==> src/rtl/int_timer.sv <==
// ---------------------------------------------------------------------------
// int_timer
//
// Memory-mapped 32-bit down-counting interval timer with an interrupt output.
// Software loads a reload value (PRESET), selects a mode and enables the
// timer through CTRL. The timer copies PRESET into COUNT and counts down to
// zero. On expiry it raises a pending flag, which is exported as irq when the
// interrupt mask bit allows it.
//
// Register map (word select on addr):
//   0  CTRL    [0] EN, [2:1] MODE, [3] IM      (read/write, [31:4] read as 0)
//   1  PRESET  32-bit reload value             (read/write)
//   2  COUNT   32-bit current count            (read-only)
//   3  --      reads 0, writes ignored
//
// MODE: 00 one-shot, 01 auto-reload, 1x behaves as one-shot but reads back
// as written.
//
// Ports:
//   clk   in   1   single clock, all state changes on its rising edge
//   rst   in   1   synchronous, active-high reset
//   addr  in   2   register word select
//   we    in   1   bus write enable, write lands on the edge where we=1
//   din   in  32   bus write data
//   dout  out 32   bus read data, combinational from addr and register state
//   irq   out  1   registered interrupt request (pending AND IM)
// ---------------------------------------------------------------------------
module int_timer (
    input  logic        clk,
    input  logic        rst,
    input  logic [1:0]  addr,
    input  logic        we,
    input  logic [31:0] din,
    output logic [31:0] dout,
    output logic        irq
);

    // FSM encoding
    localparam logic [1:0] ST_IDLE = 2'd0;
    localparam logic [1:0] ST_LOAD = 2'd1;
    localparam logic [1:0] ST_CNT  = 2'd2;
    localparam logic [1:0] ST_INT  = 2'd3;

    // Register word addresses
    localparam logic [1:0] ADDR_CTRL   = 2'd0;
    localparam logic [1:0] ADDR_PRESET = 2'd1;
    localparam logic [1:0] ADDR_COUNT  = 2'd2;

    // Only this exact MODE value reloads; 1x falls back to one-shot.
    localparam logic [1:0] MODE_AUTO = 2'b01;

    // Architectural state
    logic [1:0]  r_state;
    logic        r_en;
    logic [1:0]  r_mode;
    logic        r_im;
    logic [31:0] r_preset;
    logic [31:0] r_count;
    logic        r_pending;
    logic        r_irq;

    // Next-state values
    logic [1:0]  w_state_next;
    logic [31:0] w_count_next;
    logic        w_fsm_clr_en;
    logic        w_en_next;
    logic [1:0]  w_mode_next;
    logic        w_im_next;
    logic [31:0] w_preset_next;
    logic        w_pending_next;
    logic        w_irq_next;

    // Bus decode
    logic        w_wr_ctrl;
    logic        w_wr_preset;
    logic        w_auto;

    assign w_wr_ctrl   = we && (addr == ADDR_CTRL);
    assign w_wr_preset = we && (addr == ADDR_PRESET);
    assign w_auto      = (r_mode == MODE_AUTO);

    // -----------------------------------------------------------------------
    // Counter FSM
    // -----------------------------------------------------------------------
    always_comb begin
        // NOTE: every output of a combinational block gets a default first;
        // a path that leaves one unassigned would infer a latch.
        w_state_next = r_state;
        w_count_next = r_count;
        w_fsm_clr_en = 1'b0;

        case (r_state)
            ST_IDLE: begin
                if (r_en) begin
                    w_state_next = ST_LOAD;
                end
            end

            ST_LOAD: begin
                w_count_next = r_preset;
                w_state_next = ST_CNT;
            end

            ST_CNT: begin
                // EN is only honoured here, so LOAD and INT always finish
                // their single cycle even if software has just cleared EN.
                if (!r_en) begin
                    w_state_next = ST_IDLE;
                end else if (r_count > 32'd1) begin
                    w_count_next = r_count - 32'd1;
                end else begin
                    // A PRESET of 0 expires exactly like a PRESET of 1.
                    w_count_next = 32'd0;
                    w_state_next = ST_INT;
                end
            end

            ST_INT: begin
                if (w_auto) begin
                    w_state_next = ST_LOAD;
                end else begin
                    w_fsm_clr_en = 1'b1;
                    w_state_next = ST_IDLE;
                end
            end

            default: begin
                w_state_next = ST_IDLE;
            end
        endcase
    end

    // -----------------------------------------------------------------------
    // Bus-visible register updates
    // -----------------------------------------------------------------------
    always_comb begin
        // A software write to CTRL overrides the FSM's one-shot EN clear
        // landing on the same edge.
        if (w_wr_ctrl) begin
            w_en_next   = din[0];
            w_mode_next = din[2:1];
            w_im_next   = din[3];
        end else begin
            w_en_next   = r_en & ~w_fsm_clr_en;
            w_mode_next = r_mode;
            w_im_next   = r_im;
        end

        // PRESET never touches COUNT directly; it is only sampled at LOAD.
        w_preset_next = w_wr_preset ? din : r_preset;
    end

    // -----------------------------------------------------------------------
    // Pending flag and interrupt
    // -----------------------------------------------------------------------
    always_comb begin
        if (r_state == ST_INT) begin
            w_pending_next = 1'b1;
        end else if (w_auto) begin
            // Auto-reload: pending lives for exactly the cycle after INT.
            w_pending_next = 1'b0;
        end else if (w_wr_ctrl || w_wr_preset) begin
            // One-shot: held until software touches CTRL or PRESET.
            w_pending_next = 1'b0;
        end else begin
            w_pending_next = r_pending;
        end

        // irq is registered from the next-state values so it rises in the
        // same cycle pending becomes visible, while still having no
        // combinational path from the bus to the output pin.
        w_irq_next = w_pending_next & w_im_next;
    end

    // -----------------------------------------------------------------------
    // State registers
    // -----------------------------------------------------------------------
    always_ff @(posedge clk) begin
        // NOTE: sequential state uses non-blocking assignments so every
        // register samples the pre-edge values regardless of statement order.
        if (rst) begin
            r_state   <= ST_IDLE;
            r_en      <= 1'b0;
            r_mode    <= 2'b00;
            r_im      <= 1'b0;
            r_preset  <= 32'd0;
            r_count   <= 32'd0;
            r_pending <= 1'b0;
            r_irq     <= 1'b0;
        end else begin
            r_state   <= w_state_next;
            r_en      <= w_en_next;
            r_mode    <= w_mode_next;
            r_im      <= w_im_next;
            r_preset  <= w_preset_next;
            r_count   <= w_count_next;
            r_pending <= w_pending_next;
            r_irq     <= w_irq_next;
        end
    end

    // -----------------------------------------------------------------------
    // Read mux
    // -----------------------------------------------------------------------
    always_comb begin
        case (addr)
            ADDR_CTRL:   dout = {28'd0, r_im, r_mode, r_en};
            ADDR_PRESET: dout = r_preset;
            ADDR_COUNT:  dout = r_count;
            default:     dout = 32'd0;
        endcase
    end

    assign irq = r_irq;

endmodule
==> config.mk <==
export PLATFORM = sky130hd
export DESIGN_NAME = int_timer
export DESIGN_NICKNAME = d
export VERILOG_FILES = /design/src/rtl/int_timer.sv
export SDC_FILE = /design/constraint.sdc
export NUM_CORES = 1
export LEC_CHECK = 0
export ABC_AREA = 1
export BUFFER_PORTS_ARGS = -buffer_cell sky130_fd_sc_hd__buf_4
export CAP_MARGIN = 10
export CORE_ASPECT_RATIO = 1.25
export CORE_MARGIN = 2
export CORE_UTILIZATION = 40
export CTS_CLUSTER_DIAMETER = 50
export DETAILED_ROUTE_END_ITERATION = 10
export PLACE_DENSITY = 0.61
export RECOVER_POWER = 50
export SYNTH_ARGS = -nofsm -noshare
export SYNTH_HDL_FRONTEND = slang
export SYNTH_SLANG_ARGS = --single-unit
==> constraint.sdc <==
create_clock -name clk -period 2.1 [get_ports clk]
set_input_delay 0.42 -clock clk [delete_from_list [all_inputs] [get_ports clk]]
set_output_delay 0.42 -clock clk [all_outputs]
set_load 0.01 [all_outputs]
==> qor.yml <==
critical_path:
  rr_endpoint: "r_count[23]$_SDFFE_PP0P_"
  slowest_delay_ps: 480
  arrival_ps: 2120
  crit_chain: "inv_1, nor2_1, nand2_1, nand2_1, inv_1, buf_4, nand2_1, a21oi_2"
  crit_type: "flip-flop to flip-flop"
  reg2reg_slack_ps: 180
  worstSetupStartpointType: "flip-flop"
  cp_slowest_cell: "nor2_1"
  critPathCaptureType: "flip-flop"
  worstPathRequired_ps: 2290
  crit_family: "simple AND/OR/NAND/NOR gates"
  r2r-start: "r_state[1]$_SDFFE_PP0P_"
  worstPathMaxFanout: 12
  critPathMostFrequentCell: "nand2_1"
  reg2reg_depth: 8
  critPathBufInv: 3
synth:
  synth.cell_area_um2: 4170
  synthCells: 641
  avgSynthCellArea_um2: 6.50
  ys_types: 33
  syn-num-nets: 680
  yosys_warnings: 0
  yosysSeqAreaShare: 0.346
  synth_seq_cells: 72
cts:
  cts_sinks: 72
  cts_tree: "done"
  cts_hold_buf: 0
  cts.path.max_buffers: 2
  h-tree-depth: 3
  ctsRootBufferMaster: "clkbuf_16"
  path_clk_slew_ps: 60
  post_cts_resized: 0
  cts_made_buffers: 9
  post_cts_buffers: 0
  clk_latency_ps: 340
cells_and_area:
  layout-drive-gt1-share: 0.175
  register_area_um2: 1440
  n_fill_cell: 1084
  multi_input_area_um2: 2280
  diodes: 0
  area_delta_synth_final_pct: 21.0
  fin_nets: 743
timing:
  fin_skew_ps: 5.47
  finalSetupViolCount: 0
  fmax_mhz: 520
  final.setup.tns_ps: 0
  max_slew_margin: 0.367
  period_share: 0.915
  hold_viol: 0
  tightest_slew_ps: 950
  slew_viol_final: 0
  period_minus_slack_ps: 1920
  layout_setup_ws_ps: 178
  rsz0062_at_grt: "no"
worst_hold_path:
  min_path_type: "input pin to flip-flop"
  hold-path-endpoint: "r_preset[11]$_SDFFE_PP0P_"
  min-delay-start: "din[11]"
  holdPathStages: 3
drt:
  dr.pass1.iters: 4
  ant_nets: 0
  drc: 0
  via_count: 4335
  drt_iter0_markers: 196
  wl_per_cell_um: 14.2
  drt-vias-per-instance: 5.17
  wl_mm: 11.9
status:
  status: "completed"
die:
  dieArea_um2: 11300
  start_util: 0.412
  die_w_um: 95.3
  ios: 70
  die_h_um: 118
  core_region_area_um2: 10100
  rows: 41
power:
  ir_drop_uv: 388
  p_leak_nw: 2.19
  power_density_nw_per_um2: 832
place:
  dp_hpwl_mm: 8.63
  place.port_buffers: 69
  dp_slack_ps: 249
  gp_congestion: 0.904
grt:
  grt_max_degree: 62
  grt_overflow: 0
  track_usage: 0.227
  grt_first_pass_wirelength_mm: 20.2
  grt_pass1_vias: 4221
  antenna_found_initial: 0
flow_run:
  max-cap-violations: 0
## cells in the mapped netlist
master,number,area [um^2]
ha_1,2,25.0
nand2_2,4,25.0
nor3_4,1,16.3
nor2_4,7,78.8
nand4_1,4,25.0
o211a_1,1,10.0
nor4_1,1,6.26
dfxtp_1,72,1440
a21oi_2,6,52.6
nand2_1,153,574
inv_2,2,7.51
o31ai_1,1,7.51
o21ai_1,14,70.1
nand3_2,7,70.1
buf_1,1,3.75
buf_6,1,11.3
nor2_2,9,56.3
buf_4,2,15.0
o221ai_1,4,35.0
o21ai_2,1,8.76
o21ai_0,66,330
nand2_4,1,11.3
a211oi_1,1,7.51
nand3_1,20,100
clkbuf_1,23,86.3
a21oi_1,58,290
a31oi_1,1,6.26
o22ai_1,27,169
xor2_1,11,96.3
nor2_1,58,218
inv_1,78,293
buf_2,3,15.0
nor3_1,1,5.00
## state kept, by name, summed over array words and instances, names as in the netlist
name       cells
irq            1
r_count       32
r_en           1
r_im           1
r_mode         2
r_pending      1
r_preset      32
r_state        2
## layout make-up
| type | instances | share of cell area |
|---|---|---|
| tap | 129 | 0.0320 |
| timing repair buffer | 82 | 0.113 |
| sequential | 72 | 0.286 |
| multi-input combinational | 459 | 0.453 |
| clock inverter | 3 | 0.00298 |
| clock buffer | 13 | 0.0536 |
| inverter | 80 | 0.0595 |
## worst reg2reg max path: stages, from the launching register on
cell and delay (ps):
dfxtp_1 340, inv_1 60, nor2_1 480, nand2_1 140, nand2_1 140, inv_1 200, buf_4 260, nand2_1 100
a21oi_2 50
## power breakdown
part | internal, W | switching, W | leakage, nW
Clock | 0.000890 | 0.000568 | 0.145
Sequential | 0.00144 | 0.0000634 | 0.586
Combinational | 0.000424 | 0.000814 | 1.46
## cells by family after synthesis
| kind of cell | count (synthesis) | synth area share |
|---|---|---|
| fa+ha+maj | 2 | 0.00600 |
| xor+xnor | 11 | 0.0231 |
| compound gates | 180 | 0.237 |
| simple gates | 266 | 0.285 |
| flops | 72 | 0.346 |
| buf+inv | 110 | 0.104 |
## per-stage QoR
| step | cells | power, W | cell area (um^2) | utilization | hold slack [ps] |
|---|---|---|---|---|---|
| global route | 838 | 0.00448 | 5040 | 0.499 | 369 |
| CTS | 838 | 0.00424 | 5130 | 0.507 | 355 |
| floorplan | 641 | 0.00243 | 4170 | - | 436 |
| global placement | 822 | 0.00276 | 4840 | 0.479 | 455 |
| finish | 838 | 0.00420 | 5040 | 0.499 | 361 |
| detailed placement | 822 | 0.00278 | 4840 | 0.479 | 454 |
## worst max path at each step
stage,to,from,cells after the start
floorplan,dout[13],addr[0],6
global placement,dout[0],addr[0],6
detailed placement,r_count[31]$_SDFFE_PP0P_,r_count[0]$_SDFFE_PP0P_,11
CTS,r_count[31]$_SDFFE_PP0P_,r_count[0]$_SDFFE_PP0P_,11
global route,r_count[21]$_SDFFE_PP0P_,r_state[1]$_SDFFE_PP0P_,8
finish,r_count[23]$_SDFFE_PP0P_,r_state[1]$_SDFFE_PP0P_,8
## per-layer routing
metal | global-route usage | wire [um]
met1 | 0.287 | 5130
met2 | 0.386 | 6090
met3 | 0.0282 | 442
met4 | 0.0870 | 232
met5 | 0 | 0
## layout by cell type, fill, tap and decap left out, types with 6 or more instances in the layout
master     count
o22ai_1       27
nand2_1      153
a21oi_2        6
a21oi_1       58
nand3_1       20
nand3_2        7
dfxtp_1       72
clkbuf_16      9
nor2_1        60
clkbuf_1      10
o21ai_1       14
nor2_2         8
inv_1         78
xor2_1        11
buf_4         68
o21ai_0       66
nor2_4         6
Power figures use the tool's default switching activity.
